`src/rtl/pulse_cdc_pkg.sv`:
```
// Shared types and sizing helpers for the pulse pacer that feeds pulse_toggle_sync.
package pulse_cdc_pkg;

    typedef enum logic [1:0] {
        IDLE = 2'd0,
        FIRE = 2'd1,
        GAP  = 2'd2
    } pacer_state_t;

    localparam int PACER_GAP_MIN = 2;

    // Smallest safe GAP_CYCLES for a toggle synchroniser with sync_stages flops,
    // where clk_ratio is ceil(f_in/f_out).
    function automatic int pacer_min_gap(input int sync_stages, input int clk_ratio);
        return (sync_stages + 2) * clk_ratio + 1;
    endfunction

endpackage

```
`src/rtl/pulse_cdc_pacer.sv`:
```
// Counts incoming event strobes and re-emits them one per GAP_CYCLES so that
// consecutive toggles never collide inside the downstream synchroniser.
//
//  state | meaning
//  IDLE  | nothing in flight; fires when enabled and events are pending
//  FIRE  | pulse_out high for exactly one cycle, one pending event consumed
//  GAP   | enforced quiet time, gap_q counts down to zero
module pulse_cdc_pacer
    import pulse_cdc_pkg::*;
#(
    parameter int GAP_CYCLES = 8,
    parameter int CNTR_W     = 4
) (
    input  logic              in_clk,
    input  logic              in_rst_n,
    input  logic              pulse_in,
    input  logic              en,
    input  logic              flush,
    input  logic              clr_ovrflw,
    output logic              pulse_out,
    output logic [CNTR_W-1:0] pend_cnt,
    output logic              busy,
    output logic              ovrflw
);

    localparam int              GAP_EFF  = (GAP_CYCLES < PACER_GAP_MIN) ? PACER_GAP_MIN : GAP_CYCLES;
    localparam logic [7:0]      GAP_LOAD = 8'(GAP_EFF - 2);
    localparam logic [CNTR_W-1:0] CNT_MAX = '1;

    pacer_state_t      state_q;
    logic [7:0]        gap_q;
    logic [CNTR_W-1:0] cnt_q;
    logic [CNTR_W-1:0] cnt_d;
    logic              ovf_q;
    logic              fire;
    logic              lost;

    assign fire = (state_q == FIRE);

    always_comb begin
        cnt_d = cnt_q;
        lost  = 1'b0;
        if (flush) begin
            cnt_d = '0;
        end else if (pulse_in && fire) begin
            cnt_d = cnt_q;
        end else if (pulse_in) begin
            if (cnt_q == CNT_MAX) begin
                lost = 1'b1;
            end else begin
                cnt_d = cnt_q + CNTR_W'(1);
            end
        end else if (fire && (cnt_q != '0)) begin
            cnt_d = cnt_q - CNTR_W'(1);
        end
    end

    always_ff @(posedge in_clk or negedge in_rst_n) begin
        if (!in_rst_n) begin
            state_q <= IDLE;
            gap_q   <= '0;
            cnt_q   <= '0;
            ovf_q   <= 1'b0;
        end else begin
            cnt_q <= cnt_d;
            if (lost) begin
                ovf_q <= 1'b1;
            end else if (clr_ovrflw) begin
                ovf_q <= 1'b0;
            end
            case (state_q)
                // A same-cycle flush empties the count, so never fire on it.
                IDLE: begin
                    if (en && (cnt_q != '0) && !flush) begin
                        state_q <= FIRE;
                    end
                end
                FIRE: begin
                    gap_q   <= GAP_LOAD;
                    state_q <= GAP;
                end
                GAP: begin
                    if (gap_q == 8'd0) begin
                        state_q <= (en && (cnt_d != '0)) ? FIRE : IDLE;
                    end else begin
                        gap_q <= gap_q - 8'd1;
                    end
                end
                default: state_q <= IDLE;
            endcase
        end
    end

    assign pulse_out = fire;
    assign pend_cnt  = cnt_q;
    assign busy      = (state_q != IDLE) || (cnt_q != '0);
    assign ovrflw    = ovf_q;

endmodule

```
`config.mk`:
```
export PLATFORM = sky130hd
export DESIGN_NAME = pulse_cdc_pacer
export DESIGN_NICKNAME = d
export VERILOG_FILES = /design/src/rtl/pulse_cdc_pkg.sv /design/src/rtl/pulse_cdc_pacer.sv
export SDC_FILE = /design/constraint.sdc
export NUM_CORES = 1
export LEC_CHECK = 0
export CAP_MARGIN = 20
export CORE_MARGIN = 1
export CORE_UTILIZATION = 45
export CTS_CLUSTER_DIAMETER = 80
export DETAILED_ROUTE_END_ITERATION = 6
export MAX_ROUTING_LAYER = met4
export PLACE_DENSITY = 0.68
export SYNTH_ARGS = -nofsm -noshare
export SYNTH_HDL_FRONTEND = slang
export SYNTH_SLANG_ARGS = --single-unit
export TNS_END_PERCENT = 20
```
`constraint.sdc`:
```
create_clock -name in_clk -period 3 [get_ports in_clk]
set_clock_uncertainty 0.05 [all_clocks]
set_input_delay 0.6 -clock in_clk [delete_from_list [all_inputs] [get_ports in_clk]]
set_output_delay 0.6 -clock in_clk [all_outputs]
set_load 0.05 [all_outputs]
```
### Yosys cells after proc, flatten, opt, wreduce, memory -nomap -nowiden

Cells that the tools add are included.

* input bits: 6
* output and inout port bits: 7
* flip-flop bits (word level): 15

* multiplexer cells: 17
* eq/ne operators: 6
* $add $sub $neg: 3
* reduce and logical (&&, ||, !) cells: 16

Operator list (count)
* 2-to-1 mux 4 bit: 5
* one-hot mux 8 bit (2 select lines): 1
* zero test 8 bit: 1
* 2-to-1 mux 8 bit: 1
* nonzero test 4 bit: 2
* subtractor 8 x 1 -> 8 bit, second input constant: 1
* 2-to-1 mux 1 bit: 7
* inequality test 2 bit, second input constant: 3
* one-hot mux 2 bit (3 select lines): 1
* nonzero test 2 bit: 3
* logical AND 1 bit: 5
* adder 4 x 1 -> 4 bit, second input constant: 1
* == test 4 bit, second input constant: 1
* 2-to-1 mux 2 bit: 2
* AND reduction 2 bit: 2
* subtractor 4 x 1 -> 4 bit, second input constant: 1
* == test 2 x 1 -> 1 bit, second input constant: 1
* == test 2 bit, second input constant: 1
* zero test 2 bit: 1
* zero test 1 bit: 1
* logical OR 1 bit: 1

### Logic depth before layout (Yosys ltp)

Gate-level depths: netlist (run 1).

* depth in word-level cells: 11
* gate-level depth with buffers: 8
* gate-level depth less buffers: 7

### Worst setup path after synthesis (run 1)

OpenSTA, ideal clock, no wires.

* path type: reg2reg
* start point: register cnt_q[0] (netlist: pend_cnt[0])
* end point: register state_q[0]
* setup time: 0.129 ns
* path buffers: 0
* clock period less this slack: 2.397 ns
* cell stages (with the launch flop): 7
* data required time: 2.821 ns
* slack: 0.603 ns
* arrival time: 2.218 ns
* cells stage by stage: dfrtp_1 -> inv_1 -> ha_1 -> nor3b_1 -> o22a_1 -> mux2_2 -> o41a_1

* cells in the longest elaborated chain, start to end: 11

RTL lines
* from (decl): line pulse_cdc_pacer.sv:32 `logic [CNTR_W-1:0] cnt_q;`
* from (signal assigned): line pulse_cdc_pacer.sv:65 `cnt_q <= cnt_d;`
* branches (longest 4 deep; another with subtractor 4 x 1 -> 4 bit)
* 2-to-1 mux 4 bit *: line pulse_cdc_pacer.sv:45 `end else if (pulse_in && fire) begin`
* 2-to-1 mux 4 bit *: line pulse_cdc_pacer.sv:43 `if (flush) begin`
* named net cnt_d[0]: line pulse_cdc_pacer.sv:33 `logic [CNTR_W-1:0] cnt_d;`
* nonzero test 4 bit *: line pulse_cdc_pacer.sv:84 `state_q <= (en && (cnt_d != '0)) ? FIRE : IDLE;`
* logical AND 1 bit *: line pulse_cdc_pacer.sv:84
* 2-to-1 mux 1 bit *: line pulse_cdc_pacer.sv:84
* 2-to-1 mux 2 bit *: line pulse_cdc_pacer.sv:83 `if (gap_q == 8'd0) begin`
* one-hot mux 2 bit (3 select lines) *: line pulse_cdc_pacer.sv:71 `case (state_q)`
* to (signal assigned): line pulse_cdc_pacer.sv:84
* to (decl): line pulse_cdc_pacer.sv:30 `pacer_state_t state_q;`

Mark *: on every way through the listed nets, which the timed path passes. The select of a mux whose other input is x is not followed.
A chain may end at the register's enable or synchronous reset.

### Worst setup path in the final report (run 1)

* start point: register cnt_q[0] (netlist: pend_cnt[0])
* end point: output port busy

* cells in the longest elaborated chain, start to end: 2

RTL lines
* nonzero test 4 bit: line pulse_cdc_pacer.sv:96 `assign busy = (state_q != IDLE) || (cnt_q != '0);`
* logical OR 1 bit: line pulse_cdc_pacer.sv:96
* to (decl): line pulse_cdc_pacer.sv:22 `output logic busy,`

Every way passes these cells.

==> results of run 1 <==
[layout by cell type, fill, tap and decap left out, drive strengths merged]
cell	netlist	final
and3	2	2
nand3	5	5
nor4b	3	3
o2111ai	1	1
o211ai	1	1
nand2b	4	4
o32ai	1	1
a21o	1	1
and4	1	1
inv	12	12
clkdlybuf4s50	0	12
o311ai	1	1
or4b	1	1
a31oi	2	2
o21ai	6	6
nand4	1	1
mux2i	1	1
a31o	2	2
nor3b	2	2
dfrtp	15	15
clkbuf	2	4
or3	2	2
nor4	3	3
o211a	1	1
mux2	1	1
nor2	11	11
ha	4	4
xnor2	4	4
o221ai	1	1
nor2b	1	1
nand3b	1	1
o41a	1	1
or4	2	2
nor3	2	2
nand2	4	4
o22a	1	1
buf	2	2
[routing by layer]
layer  global-route usage (%)  up-vias
met5                        -        -
met4                     12.8        0
met3                     2.64        2
met2                     35.1       21
met1                     24.5      384
li1                         -      411
[cells by family (layout without fill, tap and decap cells)]
family	Yosys count	in the layout	share of synthesized area, %
muxes	2	2	2.26
and+or+nand+nor	45	45	27.1
DFF	15	15	39.8
adders and majority gates	4	4	5.31
AOI/OAI and AO/OA	19	19	14.9
buffers and inverters	16	30	6.91
xor gates and xnor gates	4	4	3.72
[cell usage after synthesis (2+ instances only)]
| cell | n |
|---|---|
| sky130_fd_sc_hd__and3_1 | 2 |
| sky130_fd_sc_hd__ha_1 | 4 |
| sky130_fd_sc_hd__nor4_1 | 3 |
| sky130_fd_sc_hd__a31oi_1 | 2 |
| sky130_fd_sc_hd__o21ai_0 | 6 |
| sky130_fd_sc_hd__nor4b_1 | 3 |
| sky130_fd_sc_hd__nand3_1 | 5 |
| sky130_fd_sc_hd__nor2_1 | 11 |
| sky130_fd_sc_hd__clkbuf_1 | 2 |
| sky130_fd_sc_hd__or3_1 | 2 |
| sky130_fd_sc_hd__dfrtp_1 | 15 |
| sky130_fd_sc_hd__nand2b_1 | 4 |
| sky130_fd_sc_hd__nand2_1 | 4 |
| sky130_fd_sc_hd__or4_1 | 2 |
| sky130_fd_sc_hd__xnor2_1 | 4 |
| sky130_fd_sc_hd__nor3b_1 | 2 |
| sky130_fd_sc_hd__nor3_1 | 2 |
| sky130_fd_sc_hd__inv_1 | 11 |
[critical path, cell delays in order (launching register included)]
cell	delay [ns]
sky130_fd_sc_hd__dfrtp_1	0.43
sky130_fd_sc_hd__inv_1	0.11
sky130_fd_sc_hd__ha_1	0.19
sky130_fd_sc_hd__nor3b_2	0.32
sky130_fd_sc_hd__nand2_1	0.09
sky130_fd_sc_hd__clkdlybuf4s50_1	0.71
[area by class of cell]
type,count,area (um^2)
timing repair buffer,14,135
tap,27,33.8
multi-input combinational,74,507
clock buffer,4,26.3
sequential,15,375
fill,189,840
inverter,12,45.0
[power by group through the flow]
stage	combinational [mW]	clock (mW)	sequential, mW
final	0.368	0.111	0.343
after global routing	0.411	0.126	0.354
after CTS	0.369	0.117	0.342
after detailed placement	0.369	0	0.345
after global placement	0.360	0	0.344
after floorplan	0.261	0	0.345
[stage by stage]
| stage | setup slack (ns) | total power [mW] | hold WS, ns |
|---|---|---|---|
| CTS | 0.0164 | 0.828 | 0.479 |
| global route | 0.102 | 0.891 | 0.514 |
| finish | 0.224 | 0.822 | 0.481 |
| global placement | 0.400 | 0.704 | 0.455 |
| floorplan | 0.603 | 0.606 | 0.254 |
| detailed placement | 0.333 | 0.714 | 0.463 |
[path summary, 6_finish.rpt]
kind | start | endpoint | slack [ns] | cells past startpoint
max in group asynchronous | in_rst_n | pend_cnt[1] | 1.77 | 1
setup / recovery | pend_cnt[0] | busy | 0.22 | 5
min in group asynchronous | in_rst_n | pend_cnt[3] | 0.69 | 1
hold reg to reg | gap_q[3] | gap_q[3] | 0.48 | 1
setup reg to reg | pend_cnt[0] | state_q[0] | 0.81 | 6
hold / removal | gap_q[3] | gap_q[3] | 0.48 | 1
[state kept, by name, indices dropped and copies added, names as in the netlist]
name      cells
state_q       2
gap_q         8
pend_cnt      4
ovrflw        1
[timing repair]
action	4_1_cts	5_1_grt
endpoints found under the setup margin	0	1
setup buffers	0	0
resized for setup	0	1
==> impl.org, run 1 <==
** Status
- Run status :: completed

** Synthesis
- After synthesis, the largest area contributor takes up 39.8% of total cell area.
- Counting flops and latches in the post-synthesis netlist gives 15.
- Number of distinct library cells after synthesis :: 39
- During synthesis, Yosys emitted a total of 0 warnings.
- Among all flip-flop cells after synthesis, the most frequent one is sky130_fd_sc_hd__dfrtp_1.
- In this run, synthesis inferred 0 flip-flops with an integrated enable.
- Leading cell types by total area after synthesis :: sky130_fd_sc_hd__dfrtp_1 (40%), sky130_fd_sc_hd__ha_1 (5.3%), sky130_fd_sc_hd__inv_1 (4.4%), sky130_fd_sc_hd__nor2_1 (4.4%), sky130_fd_sc_hd__xnor2_1 (3.7%)
- In this run the cell area of the synthesized design comes to 942 um^2.
- Summing the sequential cell areas from Yosys gives 39.8% of the chip area.
- Number of nets produced by synthesis :: 115
- Counting flops with an async set or reset pin after synthesis yields a share of 100%.
- Mean area per synthesized cell :: 8.97 um^2
- The largest total area in the synthesized netlist belongs to sky130_fd_sc_hd__dfrtp_1.
- In the synthesized netlist, the number of instances is 105.

** Placement
- At the end of routability-driven placement, the weighted congestion stood at 0.940.
- In this run the tool buffered the top-level ports with 12 buffer cells.
- In this run the cell area measured after placement is 1090 um^2.
- Counting tap cells, the placed design contains a total of 142 instances.
- DPL Wire Length :: 1510 um

** Final layout
- Share of the core filled with cells in the final layout :: 57.2%
- Post-layout net count :: 130
- Post-route cell area :: 1120 um^2
- Number of antenna repair diodes :: 0
- Cells with a size suffix above 1 make up 7.56% of the layout.
- The area growth from synthesis to layout is 19.1%.
- The finished layout holds 146 standard cells, fillers aside.

** GRT
- Entering global routing, the biggest net connects 16 pins.
- The total overflow left after global routing is 0.
- The number of global-route vias before repair is 775.
- The initial antenna violation count came to 0.
- Total routing usage reported by global routing :: 21.3%
- First-pass GRT wire length :: 3260 um

** Critical path
- Setup crit start kind :: register
- At the worst endpoint, the required time is 2.35 ns.
- The critical path is of the register to output port type.
- STA classifies the critical path endpoint as an output port.
- Arrival time at the worst endpoint :: 2.13 ns
- Along the worst path, the maximum fanout reaches 5.

** Floorplanning
- From left edge to right edge, the die measures 47.8 um.
- Initial Util :: 48.0%
- 13 I/O pins were placed.
- Die area :: 2280 um^2
- The die is 47.8 um tall.
- The region available for standard cell placement spans 1960 um^2.
- Number of rows in the core area :: 16

** Worst hold path
- The tightest min-delay check is of the register to register type.

** Clock network
- Clock tree from TritonCTS :: built
- TritonCTS buffer count :: 3
- Clock tree root buffer cell :: sky130_fd_sc_hd__clkbuf_4
- CTS clock-pin slew for the worst setup and hold paths :: 0.08 ns
- Num Clock Sinks :: 15
- CTS hold repair buffers :: 0
- Clock latency on the worst-skew pair, taken at its later pin, is 0.27 ns.
- The longest clock path from root to sink contains 2 buffers.
- In this run the number of H-tree levels came out at 1.

** Detailed routing
- Summed over all nets, wire length on met3 after detailed routing comes to 68 um.
- For this block, the routed nets add up to 1970 um of wire.
- Once detail routing completed, the nets flagged for antenna violations numbered 0.
- Post-detailed-route wirelength per cell :: 13.5 um
- In this run, the number of DRC markers left after iteration 0 of detailed routing was 16.
- Detailed-route wire length on metal 1 :: 915 um
- Residual DRC count :: 0
- Number of vias after detailed routing :: 818
- Detailed-router iteration count before antenna repair :: 4
- Signal routing reaches up to met4.
- Number of vias per cell :: 5.60
- In the detailed route, the total length drawn on met2 is 971 um.

** Timing
- Headroom to the max-slew limit :: 53.5%
- Setup repair after global routing left no endpoint under its margin.
- At the pin with the least slew margin, the transition time is 0.696 ns.
- In the final timing run, aggregate negative setup slack is 0 ns.
- Time the final worst path needs with I/O delays and setup :: 2.78 ns
- Total of endpoints with negative setup slack in the final report :: 0
- Final Max Tran Viols :: 0
- Derived from the worst setup path, the maximum achievable clock frequency is 360 MHz.
- Final period utilization :: 92.5%
- The total count of hold-check failures in the final report was 0.

** Power
- Power density of the placed cells :: 732 nW/um^2
- Share of total power in sequential cells :: 41.7%
- Share of total power in the clock network :: 13.5%
- Cell internal power dissipation :: 0.477 mW
- The analysis attributes to net switching a power of 0.345 mW.
- Combinational logic burns 44.8% of the power.
- Net switching is 42.0% of the power.
- Across the VDD grid, the largest voltage drop is 0.000518 V.
- Summed over all cells, the static leakage comes to 0.481 nW.

** Run
- Across the run, the number of max-cap violations was 0.
(Power assumes the default switching activity.)
==> run 2: changes to the inputs <==
CAP_MARGIN = 30   (was 20)
==> results of run 2 <==
The final DEF is identical to that of run 1; final timing and power are the same.
==> run 3: changes to the inputs <==
ABC_CLOCK_PERIOD_IN_PS = 3000   (was unset)
CTS_CLUSTER_SIZE = 40   (was unset)
SKIP_CTS_REPAIR_TIMING = 1   (was unset)
==> results of run 3 <==
The final DEF is identical to that of run 1; final timing and power are the same.
